[src/rtl/systolic_feeder_if.sv]
// Host-side load/go port and array edge bus of the systolic feeder.
interface systolic_feeder_if #(
    parameter int N  = 4,
    parameter int DW = 8
);
    localparam int IW = $clog2(N);

    logic            wr_en;
    logic            wr_sel;
    logic [IW-1:0]   wr_row;
    logic [IW-1:0]   wr_col;
    logic [DW-1:0]   wr_data;
    logic            go;
    logic            busy;
    logic            done;
    logic            arr_start;
    logic [N*DW-1:0] a_out;
    logic [N-1:0]    a_valid;
    logic [N*DW-1:0] b_out;
    logic [N-1:0]    b_valid;

    modport master (
        output wr_en, wr_sel, wr_row, wr_col, wr_data, go,
        input  busy, done, arr_start, a_out, a_valid, b_out, b_valid
    );

    modport slave (
        input  wr_en, wr_sel, wr_row, wr_col, wr_data, go,
        output busy, done, arr_start, a_out, a_valid, b_out, b_valid
    );
endinterface

[src/rtl/systolic_feeder.sv]
// Holds operand matrices A and B and streams them, diagonally skewed, into
// the west and north edges of an NxN systolic array.
module systolic_feeder #(
    parameter int N  = 4,
    parameter int DW = 8
) (
    input  logic              clk,
    input  logic              rst_n,
    systolic_feeder_if.slave  bus
);
    localparam int IW = $clog2(N);
    localparam int SW = $clog2(2*N - 1);

    typedef enum logic [1:0] {
        S_IDLE,
        S_FEED,
        S_DRAIN,
        S_DONE
    } state_t;

    state_t          state_q, state_d;
    logic [SW-1:0]   step_q, step_d;

    logic [DW-1:0]   a_mem_q [N][N];
    logic [DW-1:0]   a_mem_d [N][N];
    logic [DW-1:0]   b_mem_q [N][N];
    logic [DW-1:0]   b_mem_d [N][N];

    logic [N*DW-1:0] a_out_q, a_out_d;
    logic [N*DW-1:0] b_out_q, b_out_d;
    logic [N-1:0]    a_valid_q, a_valid_d;
    logic [N-1:0]    b_valid_q, b_valid_d;

    always_ff @(posedge clk) begin
        if (!rst_n) begin
            state_q <= S_IDLE;
            step_q  <= '0;
        end else begin
            state_q <= state_d;
            step_q  <= step_d;
        end
    end

    // step_q is the feed step t in FEED and the drain cycle index in DRAIN.
    always_comb begin
        state_d = state_q;
        step_d  = step_q;
        case (state_q)
            S_IDLE: begin
                if (bus.go) begin
                    state_d = S_FEED;
                    step_d  = '0;
                end
            end
            S_FEED: begin
                if (step_q == SW'(2*N - 2)) begin
                    state_d = S_DRAIN;
                    step_d  = '0;
                end else begin
                    step_d = step_q + SW'(1);
                end
            end
            S_DRAIN: begin
                if (step_q == SW'(N - 1)) begin
                    state_d = S_DONE;
                    step_d  = '0;
                end else begin
                    step_d = step_q + SW'(1);
                end
            end
            S_DONE: begin
                state_d = S_IDLE;
                step_d  = '0;
            end
            default: begin
                state_d = S_IDLE;
                step_d  = '0;
            end
        endcase
    end

    always_comb begin
        a_mem_d = a_mem_q;
        b_mem_d = b_mem_q;
        if (state_q == S_IDLE && bus.wr_en &&
            int'(bus.wr_row) < N && int'(bus.wr_col) < N) begin
            if (!bus.wr_sel) begin
                a_mem_d[bus.wr_row][bus.wr_col] = bus.wr_data;
            end else begin
                b_mem_d[bus.wr_row][bus.wr_col] = bus.wr_data;
            end
        end
    end

    // Edge registers are computed from next state/storage so a write landing
    // on the go edge is already visible at F0.
    always_comb begin
        int k;
        a_out_d   = '0;
        b_out_d   = '0;
        a_valid_d = '0;
        b_valid_d = '0;
        k         = 0;
        if (state_d == S_FEED) begin
            for (int i = 0; i < N; i++) begin
                k = int'(step_d) - i;
                if (k >= 0 && k < N) begin
                    a_valid_d[i]        = 1'b1;
                    b_valid_d[i]        = 1'b1;
                    a_out_d[i*DW +: DW] = a_mem_d[IW'(i)][IW'(k)];
                    b_out_d[i*DW +: DW] = b_mem_d[IW'(k)][IW'(i)];
                end
            end
        end
    end

    always_ff @(posedge clk) begin
        if (!rst_n) begin
            a_mem_q   <= '{default: '0};
            b_mem_q   <= '{default: '0};
            a_out_q   <= '0;
            b_out_q   <= '0;
            a_valid_q <= '0;
            b_valid_q <= '0;
        end else begin
            a_mem_q   <= a_mem_d;
            b_mem_q   <= b_mem_d;
            a_out_q   <= a_out_d;
            b_out_q   <= b_out_d;
            a_valid_q <= a_valid_d;
            b_valid_q <= b_valid_d;
        end
    end

    always_comb begin
        bus.busy      = (state_q != S_IDLE);
        bus.done      = (state_q == S_DONE);
        bus.arr_start = (state_q == S_FEED) || (state_q == S_DRAIN);
    end

    assign bus.a_out   = a_out_q;
    assign bus.b_out   = b_out_q;
    assign bus.a_valid = a_valid_q;
    assign bus.b_valid = b_valid_q;
endmodule

[src/flat_wrapper.sv]
// flat-port wrapper written by rule: the top's interface ports become plain ports
module systolic_feeder_flat 
#(
    parameter int N  = 4,
    parameter int DW = 8
)
  (clk, rst_n, bus_wr_en, bus_wr_sel, bus_wr_row, bus_wr_col, bus_wr_data, bus_go, bus_busy, bus_done, bus_arr_start, bus_a_out, bus_a_valid, bus_b_out, bus_b_valid);
  systolic_feeder_if #(.N(N), .DW(DW)) bus_i ();
  input  logic clk;
  input  logic rst_n;
  input wire logic [$bits(bus_i.wr_en)-1:0] bus_wr_en;
  input wire logic [$bits(bus_i.wr_sel)-1:0] bus_wr_sel;
  input wire logic [$bits(bus_i.wr_row)-1:0] bus_wr_row;
  input wire logic [$bits(bus_i.wr_col)-1:0] bus_wr_col;
  input wire logic [$bits(bus_i.wr_data)-1:0] bus_wr_data;
  input wire logic [$bits(bus_i.go)-1:0] bus_go;
  output wire logic [$bits(bus_i.busy)-1:0] bus_busy;
  output wire logic [$bits(bus_i.done)-1:0] bus_done;
  output wire logic [$bits(bus_i.arr_start)-1:0] bus_arr_start;
  output wire logic [$bits(bus_i.a_out)-1:0] bus_a_out;
  output wire logic [$bits(bus_i.a_valid)-1:0] bus_a_valid;
  output wire logic [$bits(bus_i.b_out)-1:0] bus_b_out;
  output wire logic [$bits(bus_i.b_valid)-1:0] bus_b_valid;
  assign bus_i.wr_en = bus_wr_en;
  assign bus_i.wr_sel = bus_wr_sel;
  assign bus_i.wr_row = bus_wr_row;
  assign bus_i.wr_col = bus_wr_col;
  assign bus_i.wr_data = bus_wr_data;
  assign bus_i.go = bus_go;
  assign bus_busy = bus_i.busy;
  assign bus_done = bus_i.done;
  assign bus_arr_start = bus_i.arr_start;
  assign bus_a_out = bus_i.a_out;
  assign bus_a_valid = bus_i.a_valid;
  assign bus_b_out = bus_i.b_out;
  assign bus_b_valid = bus_i.b_valid;
  systolic_feeder #(.N(N), .DW(DW)) u_core (.clk(clk), .rst_n(rst_n), .bus(bus_i));
endmodule
[config.mk]
export PLATFORM = sky130hd
export DESIGN_NAME = systolic_feeder_flat
export DESIGN_NICKNAME = d
export VERILOG_FILES = /design/src/rtl/systolic_feeder_if.sv /design/src/rtl/systolic_feeder.sv /design/src/flat_wrapper.sv
export SDC_FILE = /design/constraint.sdc
export NUM_CORES = 1
export LEC_CHECK = 0
export CORE_MARGIN = 3
export CORE_UTILIZATION = 55
export CTS_CLUSTER_DIAMETER = 150
export DETAILED_ROUTE_END_ITERATION = 12
export GPL_ROUTABILITY_DRIVEN = 0
export PLACE_DENSITY_LB_ADDON = 0.3
export SLEW_MARGIN = 20
export SYNTH_ARGS = -nofsm -noshare
export SYNTH_HDL_FRONTEND = slang
export SYNTH_SLANG_ARGS = --single-unit
[constraint.sdc]
create_clock -name clk -period 8.1 [get_ports clk]
set_clock_uncertainty 0.1 [all_clocks]
set_input_delay 1.215 -clock clk [delete_from_list [all_inputs] [get_ports clk]]
set_output_delay 1.215 -clock clk [all_outputs]
set_load 0.02 [all_outputs]
==> Yosys cells after proc, flatten, opt, wreduce, memory -nomap -nowiden <==
Index checks and enable logic that the tools add are counted.
{ "totals": {"word_cells": 130, "input_bits": 17, "register_bits": 313, "out_inout_bits": 75} }
{ "classes": {"eq_ne": 6, "bitwise": 7, "add_sub_neg": 4, "reduce_logical": 16, "n_mux": 40, "order_cmp": 16} }
{ "op_table": {"columns": ["cell", "n"], "rows": [
  ["two-way mux 128 bit", 4],
  ["bitwise mux 128 bit", 2],
  ["binary-select mux 32 bit (select 2 bit)", 2],
  [">= comparator 32 x 1 -> 1 bit (second input constant)", 3],
  ["less-than comparator 32 x 4 -> 1 bit (second input constant)", 3],
  ["two-way mux 32 bit", 3],
  ["two-way mux 8 bit", 9],
  ["binary-select mux 8 bit (select 2 bit)", 4],
  ["demux 32 bit (select 2 bit)", 1],
  ["two-way mux 24 bit", 2],
  ["demux 8 bit (select 2 bit)", 1],
  [">= comparator 2 x 3 -> 1 bit (second input constant)", 4],
  ["case mux 3 bit (4 select lines)", 1],
  ["AND reduction 3 bit", 4],
  ["two-way mux 3 bit", 3],
  ["inverter 2 bit", 4],
  ["case mux 2 bit (4 select lines)", 1],
  ["subtractor 3 x 2 -> 4 bit (second input constant)", 2],
  ["logical AND 1 bit", 7],
  [">= comparator 3 bit (second input constant)", 2],
  ["less-than comparator 3 x 1 -> 1 bit (second input constant)", 2],
  ["two-way mux 2 bit", 3],
  ["inverter 2 -> 3 bit", 2],
  ["== test 2 x 1 -> 1 bit (second input constant)", 2],
  ["13 further kinds", 18]
]} }

==> Depth between registers and ports, before layout <==
Gate-level depths: netlist of the first run.
{ "depth": {"word_depth": 13, "ltp_mapped": 14, "mapped_depth_nobuf": 10} }

==> Worst setup path before layout of the first run <==
OpenSTA, ideal clock, no wires.
{ "synth_path": {"path_type": "input port to flip-flop", "startpoint": "input bus_go", "endpoint": "register u_core.b_out_q[14], in the netlist u_core.bus.b_out[14]", "required_ps": 7871, "cell_stages": 11, "arrival_ps": 3257, "slack_ps": 4615, "setup_ps": 129, "path_buffers": 3, "cell_sequence": "nor2b_4 nand2_1 nand2_2 buf_2 buf_1 ha_1 clkbuf_1 inv_1 nor4b_2 and2_1 nor4b_1"} }
{ "synth_between": {"elab_chain_cells": 7, "word_cells_on_any_way": 14, "classes_between": "add/sub (1); order compare (2); eq/ne (1); mux (7); bitwise (1); reduce/logical (2)"} }
{ "synth_lines": {"columns": ["item", "line_no", "text"], "rows": [
  ["start, declared", "flat_wrapper.sv:16", "input wire logic [$bits(bus_i.go)-1:0] bus_go;"],
  ["parallel branches: the longest is 7 deep, another holds >= comparator 32 x 1 -> 1 bit", null, null],
  ["end signal, assigned", "systolic_feeder.sv:129", "b_out_q <= b_out_d;"],
  ["end, declared", "systolic_feeder.sv:30", "logic [N*DW-1:0] b_out_q, b_out_d;"]
]} }
Several ways; the timed one is not identified. The select of a mux whose other input is x is not followed.
A chain may end at the register's enable or synchronous reset.

==> Worst setup path in the final report of the first run <==
{ "layout_path": {"startpoint": "input bus_go", "endpoint": "register u_core.b_out_q[9], in the netlist u_core.bus.b_out[9]"} }
The elaborated chain is that of the path after synthesis.

==> results of run 1 <==
[worst max-delay path: stages]
cell and delay, ps:
clkdlybuf4s50_1 530, nor2b_4 60, nand2_1 550, nand2_2 710, inv_2 1000, ha_1 290
xor2_1 140, nand3b_1 510, a2111oi_0 500
[per-stage QoR]
| stage | util [%] | hold WS [ps] | instances | setup slack, ps |
|---|---|---|---|---|
| after global placement | 58.74 | 336.2 | 1167 | 2477 |
| final | 62.81 | 349.8 | 1198 | 2746 |
| after CTS | 62.81 | 349.6 | 1198 | 2793 |
| after global routing | 62.81 | 364.3 | 1198 | 2283 |
| after floorplan | - | 331.1 | 1039 | 4615 |
| after detailed placement | 58.78 | 341.1 | 1167 | 2412 |
[cell type report]
class,instances,share of cell area [%]
clock buffer,23,5.107
clock inverter,8,1.311
inverter,26,1.079
multi-input combinational,720,45.89
sequential,169,36.92
tap,184,2.512
timing repair buffer,68,7.182
[cell usage in the layout, fill, tap and decap left out, types with 15 or more instances in the layout]
cell type        instances
a211o_1                 20
a21oi_1                119
a221oi_1                15
clkbuf_16               17
clkdlybuf4s50_1         59
conb_1                  32
dfxtp_1                169
inv_1                   23
mux2i_1                 23
nand2_1                211
nand3_1                 25
nand4b_1                32
nor2_1                  61
o221ai_1                24
o311ai_0                28
[cells by family after synthesis]
logic type / Yosys count / share of synthesized area (%)
adders and majority gates: 14 / 2.133
AOI/OAI and AO/OA: 254 / 21.16
buffers and inverters: 150 / 9.109
and+or+nand+nor: 394 / 23.18
DFF: 169 / 41.19
xor gates and xnor gates: 1 / 0.1066
other: 1 / 0.04565
muxes: 25 / 3.077
[report_power, final]
part	internal, uW	switching (uW)	leakage [uW]
Clock	498	328	0.000283
Sequential	840	4.26	0.00136
Combinational	61.0	141	0.00164
Total	1400	474	0.00329
[sequential cells by signal (all words and copies together), names as in the netlist]
signal,count
u_core.step_q,3
u_core.bus.a_out,16
u_core.bus.a_valid,4
u_core.b_mem_q,64
u_core.state_q,2
u_core.a_mem_q,64
u_core.bus.b_out,16
[final timing paths]
path	from	endpoint	slack (ps)	cells after the start
worst max register to register	u_core.state_q[0]$_SDFF_PN0_	u_core.bus.b_out[9]$_SDFF_PN0_	3090	10
worst min-delay path	u_core.a_mem_q[124]$_SDFF_PN0_	u_core.a_mem_q[124]$_SDFF_PN0_	350	2
worst min register to register	u_core.a_mem_q[124]$_SDFF_PN0_	u_core.a_mem_q[124]$_SDFF_PN0_	350	2
worst max-delay path	bus_go	u_core.bus.b_out[9]$_SDFF_PN0_	2750	9
[routing by layer]
| layer | vias up | GRT usage [%] |
|---|---|---|
| li1 | 3500 | - |
| met1 | 3490 | 34.86 |
| met3 | 47 | 6.375 |
| met2 | 295 | 44.35 |
| met4 | 0 | 10.17 |
| met5 | - | 0 |
==> metrics.txt, run 1 <==
most common cell in the netlist nand2_1; Die Ht 128.2 um; CTS tree yes; Max VDD drop 0.1587 mV; WL met1 9.462 mm; multi-input logic area 0.004205 mm2; IO Count 92; first-pass GRT wire length 35.11 mm; detailed-route vias per instance 6.120; Syn Inst Count 1008; drt total wl 22.53 mm; CP Class primary input to flip-flop; PD cells 204.4 mW/mm2; pin count of the biggest net entering global routing 96; Core Area 0.01459 mm2; Slew headroom 31.47%; final setup fails 0; Fmax achieved 186.8 MHz; ANT nets after route 0; dominant cell type by area after synthesis dfxtp_1; Ant. Diodes 0; synth warn 0; crit path time final 5354 ps; Tot GR Track Use 27.14%; Pre-Repair DR Iteration Count 5; Startpoint Class primary input; Async S/R FF share, synth 0%; RSZ-0062 raised after global routing false; initial core utilization 56.30%; Pins Over Slew Limit 0; maxcap violations 0; share of cells above drive strength 1 5.621%; Met3 Wirelength 1.747 mm; CTS resizes 0; Sink Count 169; CTS Buf Count 17; num rows 44; die width 128.2 um; Post-synth EDFFs 0; FF+latch count, synth 169; register area 0.003383 mm2; Synth-to-Final Area Change 11.56%; actual slew at the worst max-slew pin 1025 ps; WL/cell 18.81 um; post-synth cell types 57; Synth Cell Area 0.008214 mm2; WL met2 10.75 mm; H-tree depth 4; total gr overflow 0; Pleak 0.003290 uW; final net count 1033; vias in the first global route 6642; total power 1873 uW; Worst EP arrival 5550 ps; commonest cells in the netlist 211 x nand2_1, 169 x dfxtp_1, 119 x a21oi_1; Hold-fix buffers, CTS 0; Yosys top cell area share 41.19%; clock root cell clkbuf_16; input/output buffers 59; fill count 1306; cell area after layout 0.009164 mm2; Top Layer Used met4; predominant post-synthesis flop cell dfxtp_1; Syn Area/Cell 8.149 um2; antenna violations before repair 0; Post-DP Area 0.008576 mm2; Worst-Skew Late Latency 430 ps; setup tns final 0 ps; Worst Setup End Kind flip-flop; Die Area 0.01644 mm2; post-CTS setup buffer count 0; Seq/Total Area, Yosys 41.19%; drc violations 0; via count 7332; WP data required 8300 ps; Reg clk slew, reported paths 60 ps; DPL Wire Length 13.85 mm; Worst Hold Class flip-flop to flip-flop; Max FO, Critical Path 55; Final Hold Viols 0; Area contributors post-synth dfxtp_1 41%, nand2_1 9.6%, a21oi_1 7.3%; Final Cycle Share 66.10%; Max Root-Sink Buffers 2; status finished clean; drt initial violations 828
Power figures use the tool's default switching activity.
==> run 2: changes to the inputs <==
- clock period: 8.1 -> 5.4 ns (I/O delays scaled with it)
==> metrics.txt, run 2 (synthesized netlist as in run 1, its figures left out) <==
vias in the first global route 6739; ANT nets after route 0; Worst EP arrival 4300 ps; RSZ-0062 raised after global routing false; Max FO, Critical Path 28; final setup fails 0; Worst path most repeated cell ha_1; clock root cell clkbuf_16; via count 7458; Sw Share 25.78%; CP Class flip-flop to flip-flop; Final Hold Viols 0; IO Count 92; P_int 1979 uW; Setup WS pre-CTS 1085 ps; Die Ht 128.2 um; Pre-Repair DR Iteration Count 7; final setup margin 1278 ps; Tot GR Track Use 27.86%; status finished clean; maxcap violations 0; crit path buf inv count 2; actual slew at the worst max-slew pin 1104 ps; total power 2666 uW; Gate power share 11.5%; Final Cycle Share 76.33%; input/output buffers 59; Slew headroom 26.20%; Max VDD drop 0.2367 mV; Core Area 0.01459 mm2; Ant. Diodes 0; Clk pwr share 40.9%; Max Root-Sink Buffers 2; drt total wl 22.92 mm; Startpoint Class flip-flop; CP max stage delay 580 ps; num rows 44; CTS tree yes; DPL Wire Length 14.50 mm; WHS 349.4 ps; fin cells 1202; Synth-to-Final Area Change 11.21%; Largest regs u_core.a_mem_q x64, u_core.b_mem_q x64; die width 128.2 um; setup tns final 0 ps; WP data required 5580 ps; Worst Hold Class flip-flop to flip-flop; most common cell after layout, fill and taps aside nand2_1; drc violations 0; CTS Buf Count 17; CTS resizes 0; WL/cell 19.07 um; Pleak 0.003287 uW; fill count 1243; share of cells above drive strength 1 5.992%; Die Area 0.01644 mm2; Reg clk slew, reported paths 60 ps; Worst Setup End Kind flip-flop; Worst-Skew Late Latency 430 ps; Fmax achieved 242.6 MHz; Top delay family on crit path compound AO/OA/AOI/OAI gates; flop2flop setup slack 1280 ps; post-CTS setup buffer count 0; crit path time final 4122 ps; Sink Count 169; antenna violations before repair 1; DP Cell Count 1174; drt initial violations 863; total gr overflow 0; Crit-path slowest cell o21ai_2; switching power 687.1 uW; Hold-fix buffers, CTS 0; initial core utilization 56.30%; Seq pwr share 47.5%; pin count of the biggest net entering global routing 96; first-pass GRT wire length 36.10 mm; most frequent cells in the layout 211 x nand2_1, 169 x dfxtp_1, 119 x a21oi_1; PD cells 291.8 mW/mm2; H-tree depth 4; detailed-route vias per instance 6.205; Pins Over Slew Limit 0; crit-path cells inv_1, ha_1, nor2b_1, o21ai_2, nand2_2, inv_2, ha_1, xor2_1, nand3b_1, a2111oi_0; final net count 1040
[run 2: layout make-up]
type | count | area (um2) | share of cell area [%]
Clock inverter | 3 | 17.52 | 0.1918
Timing Repair Buffer | 75 | 710.7 | 7.780
Inverter | 26 | 98.84 | 1.082
Multi-Input combinational cell | 720 | 4199 | 45.97
Tap cell | 184 | 230.2 | 2.520
Clock buffer | 25 | 495.5 | 5.424
Sequential cell | 169 | 3383 | 37.04
[run 2: power groups by stage]
stage	logic (uW)	registers [uW]	clock network [uW]
floorplan	221	1300	0
global placement	297	1290	0
detailed placement	300	1290	0
CTS	301	1270	1100
global route	331	1270	1150
finish	307	1270	1090
[run 2: routing by layer]
layer | global-route usage, % | part of all wire, %
met3 | 6.833 | 8.0
met5 | 0 | 0.031
met2 | 44.53 | 48
met4 | 10.36 | 2.6
met1 | 36.55 | 42
[run 2: metrics by stage]
step / cell area [um2] / util (%)
floorplan: 8330 / -
global placement: 8622 / 59.10
detailed placement: 8622 / 59.10
CTS: 9135 / 62.62
global route: 9135 / 62.62
finish: 9135 / 62.62
[run 2: path summary, 6_finish.rpt]
check | start | endpoint | depth (start not counted)
hold reg to reg | u_core.a_mem_q[118]$_SDFF_PN0_ | u_core.a_mem_q[118]$_SDFF_PN0_ | 2
hold / removal | u_core.a_mem_q[118]$_SDFF_PN0_ | u_core.a_mem_q[118]$_SDFF_PN0_ | 2
setup reg to reg | u_core.state_q[0]$_SDFF_PN0_ | u_core.bus.b_out[9]$_SDFF_PN0_ | 10
setup / recovery | u_core.state_q[0]$_SDFF_PN0_ | u_core.bus.b_out[9]$_SDFF_PN0_ | 10
[run 2: worst reg2reg max path, stage by stage, from the launching register on]
cell and delay [ps]:
dfxtp_1 420, inv_1 130, ha_1 270, nor2b_1 180
o21ai_2 580, nand2_2 340, inv_2 430, ha_1 250
xor2_1 140, nand3b_1 570, a2111oi_0 570
==> run 3: changes to the inputs <==
- clock period: 5.4 -> 4 ns (I/O delays scaled with it)
==> metrics.txt, run 3 (synthesized netlist as in run 1, its figures left out) <==
Fmax achieved 318.5 MHz; clock root cell clkbuf_16; status finished clean; Startpoint Class flip-flop; drt initial violations 916; CTS tree yes; most frequent cells in the layout 211 x nand2_1, 169 x dfxtp_1, 119 x a21oi_1; Pleak 0.003432 uW; final setup fails 0; Final Hold Viols 0; IO Count 92; Pre-Repair DR Iteration Count 5; crit path time final 3140 ps; H-tree depth 4; DPL Wire Length 14.61 mm; Worst R2R Start u_core.state_q[0]$_SDFF_PN0_; share of cells above drive strength 1 8.189%; WL/cell 18.50 um; fin cells 1223; most common cell after layout, fill and taps aside nand2_1; final setup margin 860.3 ps; final net count 1057; Hold-fix buffers, CTS 0; Max VDD drop 0.3368 mV; vias in the first global route 6866; WL met2 10.47 mm; Sink Count 169; CTS resizes 0; Die Area 0.01644 mm2; Crit-path slowest cell nor4b_2; Max FO, Critical Path 15; Largest regs u_core.a_mem_q x64, u_core.b_mem_q x64; antenna violations before repair 1; total gr overflow 0; input/output buffers 59; pin count of the biggest net entering global routing 69; post-CTS setup buffer count 0; Setup WS pre-CTS 647.3 ps; DP Cell Count 1191; Worst Hold Launch u_core.b_mem_q[112]$_SDFF_PN0_; CP max stage delay 610 ps; Final Cycle Share 78.49%; Die Ht 128.2 um; Reg clk slew, reported paths 60 ps; total power 3928 uW; Met3 Wirelength 1.831 mm; ANT nets after route 0; Worst Setup End Kind flip-flop; CP Class flip-flop to flip-flop; Core Area 0.01459 mm2; first-pass GRT wire length 35.98 mm; Worst Hold Class flip-flop to flip-flop; Tot GR Track Use 27.69%; CTS Buf Count 17; Pins Over Slew Limit 0; drt total wl 22.63 mm; actual slew at the worst max-slew pin 709.6 ps; WL met1 9.596 mm; Slew headroom 52.69%; via count 7546; Worst EP arrival 3310 ps; crit path from u_core.state_q[0]$_SDFF_PN0_; flop2flop setup slack 860 ps; detailed-route vias per instance 6.170; drc violations 0; num rows 44; initial core utilization 56.30%; Core Util, Final 64.51%; crit-path cells inv_1, ha_1, nor2b_1, o21ai_2, nand2_2, ha_1, inv_1, nor4b_2, a2111oi_0; Top Layer Used met4; WP data required 4170 ps; die width 128.2 um; crit path buf inv count 2; setup tns final 0 ps; maxcap violations 0; Top delay family on crit path simple AND/OR/NAND/NOR gates; RSZ-0062 raised after global routing false; PD cells 417.4 mW/mm2; Max Root-Sink Buffers 2; Worst-Skew Late Latency 430 ps; Synth-to-Final Area Change 14.58%
==> run 3: cell count changes in the layout (fill, tap and decap cells not counted), sizes merged <==
cell	change
buf	+17
bufinv	+4
clkbuf	-4
clkinv	+2
clkinvlp	+1
diode	+1
==> run 3: worst min-delay path: stages (launching register included) <==
cell and delay, ps:
dfxtp_1 300, nand2_1 50, a21oi_1 50
==> run 3: stage by stage <==
| step | cell area, um2 | hold WS [ps] |
|---|---|---|
| 4_1_cts | 9409 | 350.0 |
| 3_5_place_dp | 8762 | 341.7 |
| 3_3_place_gp | 8762 | 336.6 |
| 5_1_grt | 9412 | 371.1 |
| 2_1_floorplan | 8330 | 331.1 |
| 6_report | 9412 | 348.6 |
==> run 3: path summary, 6_finish.rpt <==
| kind | depth (start not counted) | end |
|---|---|---|
| worst min-delay path | 2 | u_core.b_mem_q[112]$_SDFF_PN0_ |
| worst max-delay path | 9 | u_core.bus.b_out[9]$_SDFF_PN0_ |
| worst min register to register | 2 | u_core.b_mem_q[112]$_SDFF_PN0_ |
| worst max register to register | 9 | u_core.bus.b_out[9]$_SDFF_PN0_ |
==> run 3: report_power, final <==
group          internal (uW)  switching [uW]
logic                    138             295
registers               1700            8.54
clock network           1110             677
total                   2950             980
==> run 3: area by class of cell <==
| cell class | count | area (um2) |
|---|---|---|
| diodes | 1 | 2.502 |
| clock buffers | 21 | 480.5 |
| clock inverters | 10 | 166.4 |
| fillers | 1249 | 5177 |
| inverters | 26 | 98.84 |
| multi-input cells | 720 | 4199 |
| flip-flops and latches | 169 | 3383 |
| well taps | 184 | 230.2 |
| repair buffers | 92 | 850.8 |
==> run 3: layer usage <==
layer	vias to the layer above	global-route usage, %
met4	0	12.17
met3	59	5.542
li1	3534	-
met2	364	43.27
met5	-	0
met1	3589	37.12
